`src/rtl/badd16_mw_seq.sv`:
```
// ============================================================================
// Module   : badd16_mw_seq (with helper badd16)
// Brief    : Multi-word adder sequencer sharing one 16-bit Brent-Kung adder
// Revision : 1.0 - initial release
// ============================================================================
`default_nettype none

module badd16 (
  input  logic [15:0] a,
  input  logic [15:0] b,
  output logic [16:0] sum
);

  logic [15:0] w_prop0;
  logic [15:0] w_gen;

  assign w_prop0 = a ^ b;

  // In-place prefix tree: within one level, every updated bit only reads bits
  // that this level leaves untouched, so sequential updates are safe.
  always_comb begin
    logic [15:0] g;
    logic [15:0] p;
    int          j;
    g = a & b;
    p = a ^ b;
    j = 0;
    for (int l = 0; l < 4; l++) begin
      for (int i = 0; i < 16; i++) begin
        if (((i + 1) % (2 << l)) == 0) begin
          j = i - (1 << l);
          g[4'(i)] = g[4'(i)] | (p[4'(i)] & g[4'(j)]);
          p[4'(i)] = p[4'(i)] & p[4'(j)];
        end
      end
    end
    for (int l = 2; l >= 0; l--) begin
      for (int i = 0; i < 16; i++) begin
        if ((i >= (3 * (1 << l)) - 1) && (((i + 1 - (1 << l)) % (2 << l)) == 0)) begin
          j = i - (1 << l);
          g[4'(i)] = g[4'(i)] | (p[4'(i)] & g[4'(j)]);
        end
      end
    end
    w_gen = g;
  end

  assign sum = {w_gen[15], w_prop0 ^ {w_gen[14:0], 1'b0}};

endmodule

module badd16_mw_seq #(
  parameter int NWORDS = 4,
  parameter int IDXW   = 4
) (
  input  logic                  clk,
  input  logic                  rst_n,
  input  logic                  start,
  input  logic [16*NWORDS-1:0]  op_a,
  input  logic [16*NWORDS-1:0]  op_b,
  output logic                  busy,
  output logic                  done,
  output logic [16*NWORDS:0]    result
);

  typedef enum logic [1:0] {
    S_IDLE = 2'd0,
    S_ADD  = 2'd1,
    S_CINC = 2'd2,
    S_DONE = 2'd3
  } state_t;

  state_t               r_state;
  logic [16*NWORDS-1:0] r_a;
  logic [16*NWORDS-1:0] r_b;
  logic [IDXW-1:0]      r_idx;
  logic                 r_carry;
  logic                 r_c1;
  logic [15:0]          r_partial;

  logic [15:0]          w_add_a;
  logic [15:0]          w_add_b;
  logic [16:0]          w_sum;

  always_comb begin
    w_add_a = '0;
    w_add_b = '0;
    case (r_state)
      S_ADD: begin
        for (int k = 0; k < NWORDS; k++) begin
          if (r_idx == IDXW'(k)) begin
            w_add_a = r_a[16*k +: 16];
            w_add_b = r_b[16*k +: 16];
          end
        end
      end
      S_CINC: begin
        w_add_a = r_partial;
        w_add_b = {15'b0, r_carry};
      end
      default: ;
    endcase
  end

  badd16 u_badd16 (
    .a   (w_add_a),
    .b   (w_add_b),
    .sum (w_sum)
  );

  always_ff @(posedge clk or negedge rst_n) begin
    if (!rst_n) begin
      r_state   <= S_IDLE;
      r_a       <= '0;
      r_b       <= '0;
      r_idx     <= '0;
      r_carry   <= 1'b0;
      r_c1      <= 1'b0;
      r_partial <= '0;
      busy      <= 1'b0;
      done      <= 1'b0;
      result    <= '0;
    end else begin
      done <= 1'b0;
      case (r_state)
        S_IDLE: begin
          if (start) begin
            r_a     <= op_a;
            r_b     <= op_b;
            r_idx   <= '0;
            r_carry <= 1'b0;
            result  <= '0;
            busy    <= 1'b1;
            r_state <= S_ADD;
          end else begin
            busy    <= 1'b0;
          end
        end
        S_ADD: begin
          r_partial <= w_sum[15:0];
          r_c1      <= w_sum[16];
          r_state   <= S_CINC;
        end
        S_CINC: begin
          for (int k = 0; k < NWORDS; k++) begin
            if (r_idx == IDXW'(k)) begin
              result[16*k +: 16] <= w_sum[15:0];
            end
          end
          // Only one of the two carries can be set; OR keeps the form obvious.
          r_carry <= r_c1 | w_sum[16];
          if (r_idx == IDXW'(NWORDS - 1)) begin
            r_state <= S_DONE;
          end else begin
            r_idx   <= r_idx + IDXW'(1);
            r_state <= S_ADD;
          end
        end
        S_DONE: begin
          result[16*NWORDS] <= r_carry;
          done              <= 1'b1;
          r_state           <= S_IDLE;
        end
        default: r_state <= S_IDLE;
      endcase
    end
  end

endmodule

`default_nettype wire

```
`config.mk`:
```
export PLATFORM = sky130hd
export DESIGN_NAME = badd16_mw_seq
export DESIGN_NICKNAME = d
export VERILOG_FILES = /design/src/rtl/badd16_mw_seq.sv
export SDC_FILE = /design/constraint.sdc
export NUM_CORES = 1
export LEC_CHECK = 0
export CORE_UTILIZATION = 33
export CTS_CLUSTER_DIAMETER = 40
export CTS_CLUSTER_SIZE = 10
export DETAILED_ROUTE_END_ITERATION = 12
export GPL_TIMING_DRIVEN = 0
export PLACE_DENSITY_LB_ADDON = 0.2
export SYNTH_ARGS = -nofsm -noshare
export SYNTH_HDL_FRONTEND = slang
export SYNTH_SLANG_ARGS = --single-unit
```
`constraint.sdc`:
```
create_clock -name clk -period 4.2 [get_ports clk]
set_clock_uncertainty 0.15 [all_clocks]
set_input_delay 1.26 -clock clk [delete_from_list [all_inputs] [get_ports clk]]
set_output_delay 1.26 -clock clk [all_outputs]
set_load 0.03 [all_outputs]
```
==> summary.md <==
| Metric | Value |
|---|---|
| Run status | completed |
| H-tree depth | 2 |
| Crit start category | flip-flop |
| Post-Route Utilization | 46.8% |
| Crit path cell chain | inv_1 > ha_1 > buf_4 > or3b_4 > nor2_8 > a221oi_1 > a2bb2oi_1 > nor2_1 > ha_1 > a21oi_1 > nand2_1 > fa_1 > xnor2_2 > nand2b_4 > o21ai_0 |
| RD Place Congestion | between 0.8 and 0.9 |
| Crit Path Category | reg2reg |
| Rel. slew slack | a little under three fifths |
| Via count | 7543 |
| Syn nets | 1011 |
| Crit-path max FO | 9 |
| Ports | 198 |
| Die Ht | 177 um |
| WP buf/inv | 2 |
| ANT nets after route | 0 |
| Combinational share of power | between 40% and 50% |
| Initial Util | 33.8% |
| CTS Buf Count | 37 |
| CP max-delay cell | fa_1 |
| Top-count cell post-synth | dfrtp_1 |
| Worst VDD drop | about 300 uV |
| Final #Nets | 1252 |
| CTS Hold Buffers Added | 0 |
| Fin. max-slew vios | 0 |
| Ys Warns | 0 |
| Vias per cell | 5.00 |
| Net Sw Frac | 37.2% |
| GRT Overall Usage | 19.0% |
| Synthesized instance count | 852 |
| Fmax | 253 MHz |
| Final hold vios | 0 |
| DRC | 0 |
| CTS max path bufs | 3 |
| TritonRoute pass-1 iters | 5 |
| Seq pwr share | 31.5% |
| # rows | 63 |
| CP most frequent cell | ha_1 |
| Synth cell count leaders | dfrtp_1 (219), mux2_2 (136), nand2_1 (114) |
| Cell taking the most area after synthesis | dfrtp_1 |
| Power Dens Cells | 826 nW/um2 |
| Hold Path Class | reg2reg |
| Switching power | 4.31 mW |
| DR iter-0 viols | 473 |
| Critical Path End Type | flip-flop |
| LEAKAGE | 5.94 nW |
| Pin count of the biggest net entering global routing | 99 |
| TritonCTS clock tree | done |
| Pint | between 7 and 8 mW |
| Final Non-Filler Cells | 1510 |
| CTS clock-pin slew for the worst setup and hold paths | 0.05 ns |
| Routed WL | about 29000 um |
| Final Cycle Share | 94.3% |
| Root Driver | clkbuf_16 |
| Ranking of synthesized cells by area | dfrtp_1 (54%), mux2_2 (15%), o21ai_0 (4.8%) |
| Top-area cell type share of the netlist area | 54.1% |
| Largest stage delay on the critical path | 0.48 ns |
| CORE AREA | 30000 um2 |
| Post-synth EDFFs | 0 |
| Dpl cells | 1441 |
| Vias in the first global route | around 7800 |
| Fraction of layout cells with a size suffix above 1 | 24.5% |
| Library cells used by synthesis | 51 |
| Cell family contributing the most delay on the critical path | simple AND/OR/NAND/NOR gates |
| Clk network pwr share | 26.5% |
| Grt total ovfl | 0 |
| Syn_area_per_cell | 11.9 um2 |
| Clock sink total | 219 |
| First-pass GRT wire length | 45200 um |
| Worst Max-Slew Pin Slew | 0.669 ns |
| DP HPWL | 21900 um |
| CP arrival | about 4.2 ns |
| Worst-skew pair later-pin latency | 0.51 ns |
| Initial antenna violation count | 1 |
| Register area share after synthesis | between 50% and 60% |
| Synthesized flop and latch total | 219 |
| Tmin final | 3.96 ns |
| # port buffers | ~200 |
| Main synth FF type | dfrtp_1 |
| Post-Syn Area | 10100 um2 |
| Synth-to-Final Area Change | 38.3% |
| WP data required | 4.42 ns |
| DIE WIDTH | roughly 180 um |
| Die ar. | approximately 31000 um2 |
| Final setup viols | 0 |
| Maximum Capacitance Violations | 0 |
| Asr flop ratio synth | 100% |
| Wirelength per Cell | 19.2 um |
[cell usage in the layout, fill, tap and decap left out, types with 4 or more instances in the layout]
cell type / Yosys / final
buf_2: 32 / 30
a2bb2oi_1: 15 / 13
a222oi_1: 16 / 16
nor2_1: 26 / 25
o21ai_1: 5 / 7
clkbuf_8: 0 / 4
clkdlybuf4s50_1: 0 / 196
clkbuf_16: 0 / 39
o41ai_1: 4 / 4
a21o_1: 5 / 5
dfrtp_1: 219 / 219
bufinv_16: 0 / 4
clkbuf_1: 19 / 21
inv_6: 0 / 5
a221oi_2: 11 / 12
buf_6: 5 / 5
xnor2_1: 8 / 6
o211ai_1: 17 / 17
buf_4: 1 / 4
clkinvlp_4: 0 / 5
nand2b_1: 9 / 7
fa_1: 4 / 4
inv_1: 11 / 11
a21oi_1: 13 / 13
ha_1: 24 / 24
o21ai_0: 97 / 95
nand3_1: 5 / 5
nand2_1: 114 / 114
a21boi_0: 6 / 4
a21boi_1: 10 / 12
mux2_2: 136 / 136
[routing by layer]
metal	up-vias	share of wire [%]	routed length (um)	track usage, %
li1	3558	-	-	-
met1	3730	46	13400	26.1
met2	214	47	13600	30.5
met3	41	5.1	1480	3.57
met4	0	1.8	527	4.92
met5	-	0	0	0
[repair_timing]
action | CTS | global route
pin swaps | 0 | 0
resized for setup | 4 | 20
endpoints found under the setup margin | 13 | 14
buffers inserted | 3 | 0
gates cloned | 0 | 0
[power by group through the flow]
stage	sequential [mW]	combinational, mW	clock [mW]
floorplan	3.90	2.82	0
global placement	3.66	4.72	0
detailed placement	3.67	4.79	0
CTS	3.64	4.84	3.14
global route	3.76	5.32	3.24
finish	3.65	4.86	3.07
[cell type report]
class	count	area [um2]
diodes	1	2.50
plain buffers	61	355
clock buffers	49	1050
clock inverters	16	215
fillers	2832	15900
inverters	11	41.3
multi-input cells	561	4330
flip-flops and latches	219	5480
well taps	390	488
repair buffers	202	2050
[per-stage QoR]
stage	setup WS (ns)	area [um2]	TNS (ns)	power [mW]	hold slack [ns]
floorplan	0.589	10100	0	6.72	0.311
global placement	-7.85	12600	-1713.26	8.38	0.308
detailed placement	-0.178	12700	-1.56	8.46	0.318
CTS	0.0405	13900	0	11.6	0.331
global route	-0.0388	14000	-0.120	12.3	0.349
finish	0.240	14000	0	11.6	0.326
[logic make-up (layout without fill, tap and decap cells)]
family / count (synthesis) / after routing / share of synthesized area (%)
fa+ha+maj: 28 / 28 / 3.75
other cells: 0 / 1 / 0
flops: 219 / 219 / 54.1
buf+inv: 72 / 339 / 3.79
simple gates: 172 / 172 / 7.68
compound gates: 212 / 212 / 14.4
mux: 138 / 138 / 15.3
xor+xnor: 11 / 11 / 0.951
[sequential cells by signal (all words and copies together), names as in the netlist, 2 cells and up]
name       flops
r_b           64
r_state        2
result        65
r_idx          4
r_a           64
r_partial     16
[path summary, 6_finish.rpt]
kind                            cells past startpoint  slack [ns]              startpoint                     end
worst max-delay path                               15        0.24    r_idx[1]$_DFFE_PN0P_  result[21]$_DFFE_PN0P_
worst min-delay path                                2        0.33  result[60]$_DFFE_PN0P_  result[60]$_DFFE_PN0P_
worst max register to register                     15        0.24    r_idx[1]$_DFFE_PN0P_  result[21]$_DFFE_PN0P_
worst min register to register                      2        0.33  result[60]$_DFFE_PN0P_  result[60]$_DFFE_PN0P_
max in group asynchronous                           3        2.22                   rst_n  result[35]$_DFFE_PN0P_
min in group asynchronous                           1        0.49                   rst_n     r_b[28]$_DFFE_PN0P_
[worst min-delay path, stage by stage, from the launching register on]
cell     delay (ns)
dfrtp_1        0.34
nand2_1        0.05
o21ai_0        0.06
Note: power is estimated with default switching activity, not from simulation.
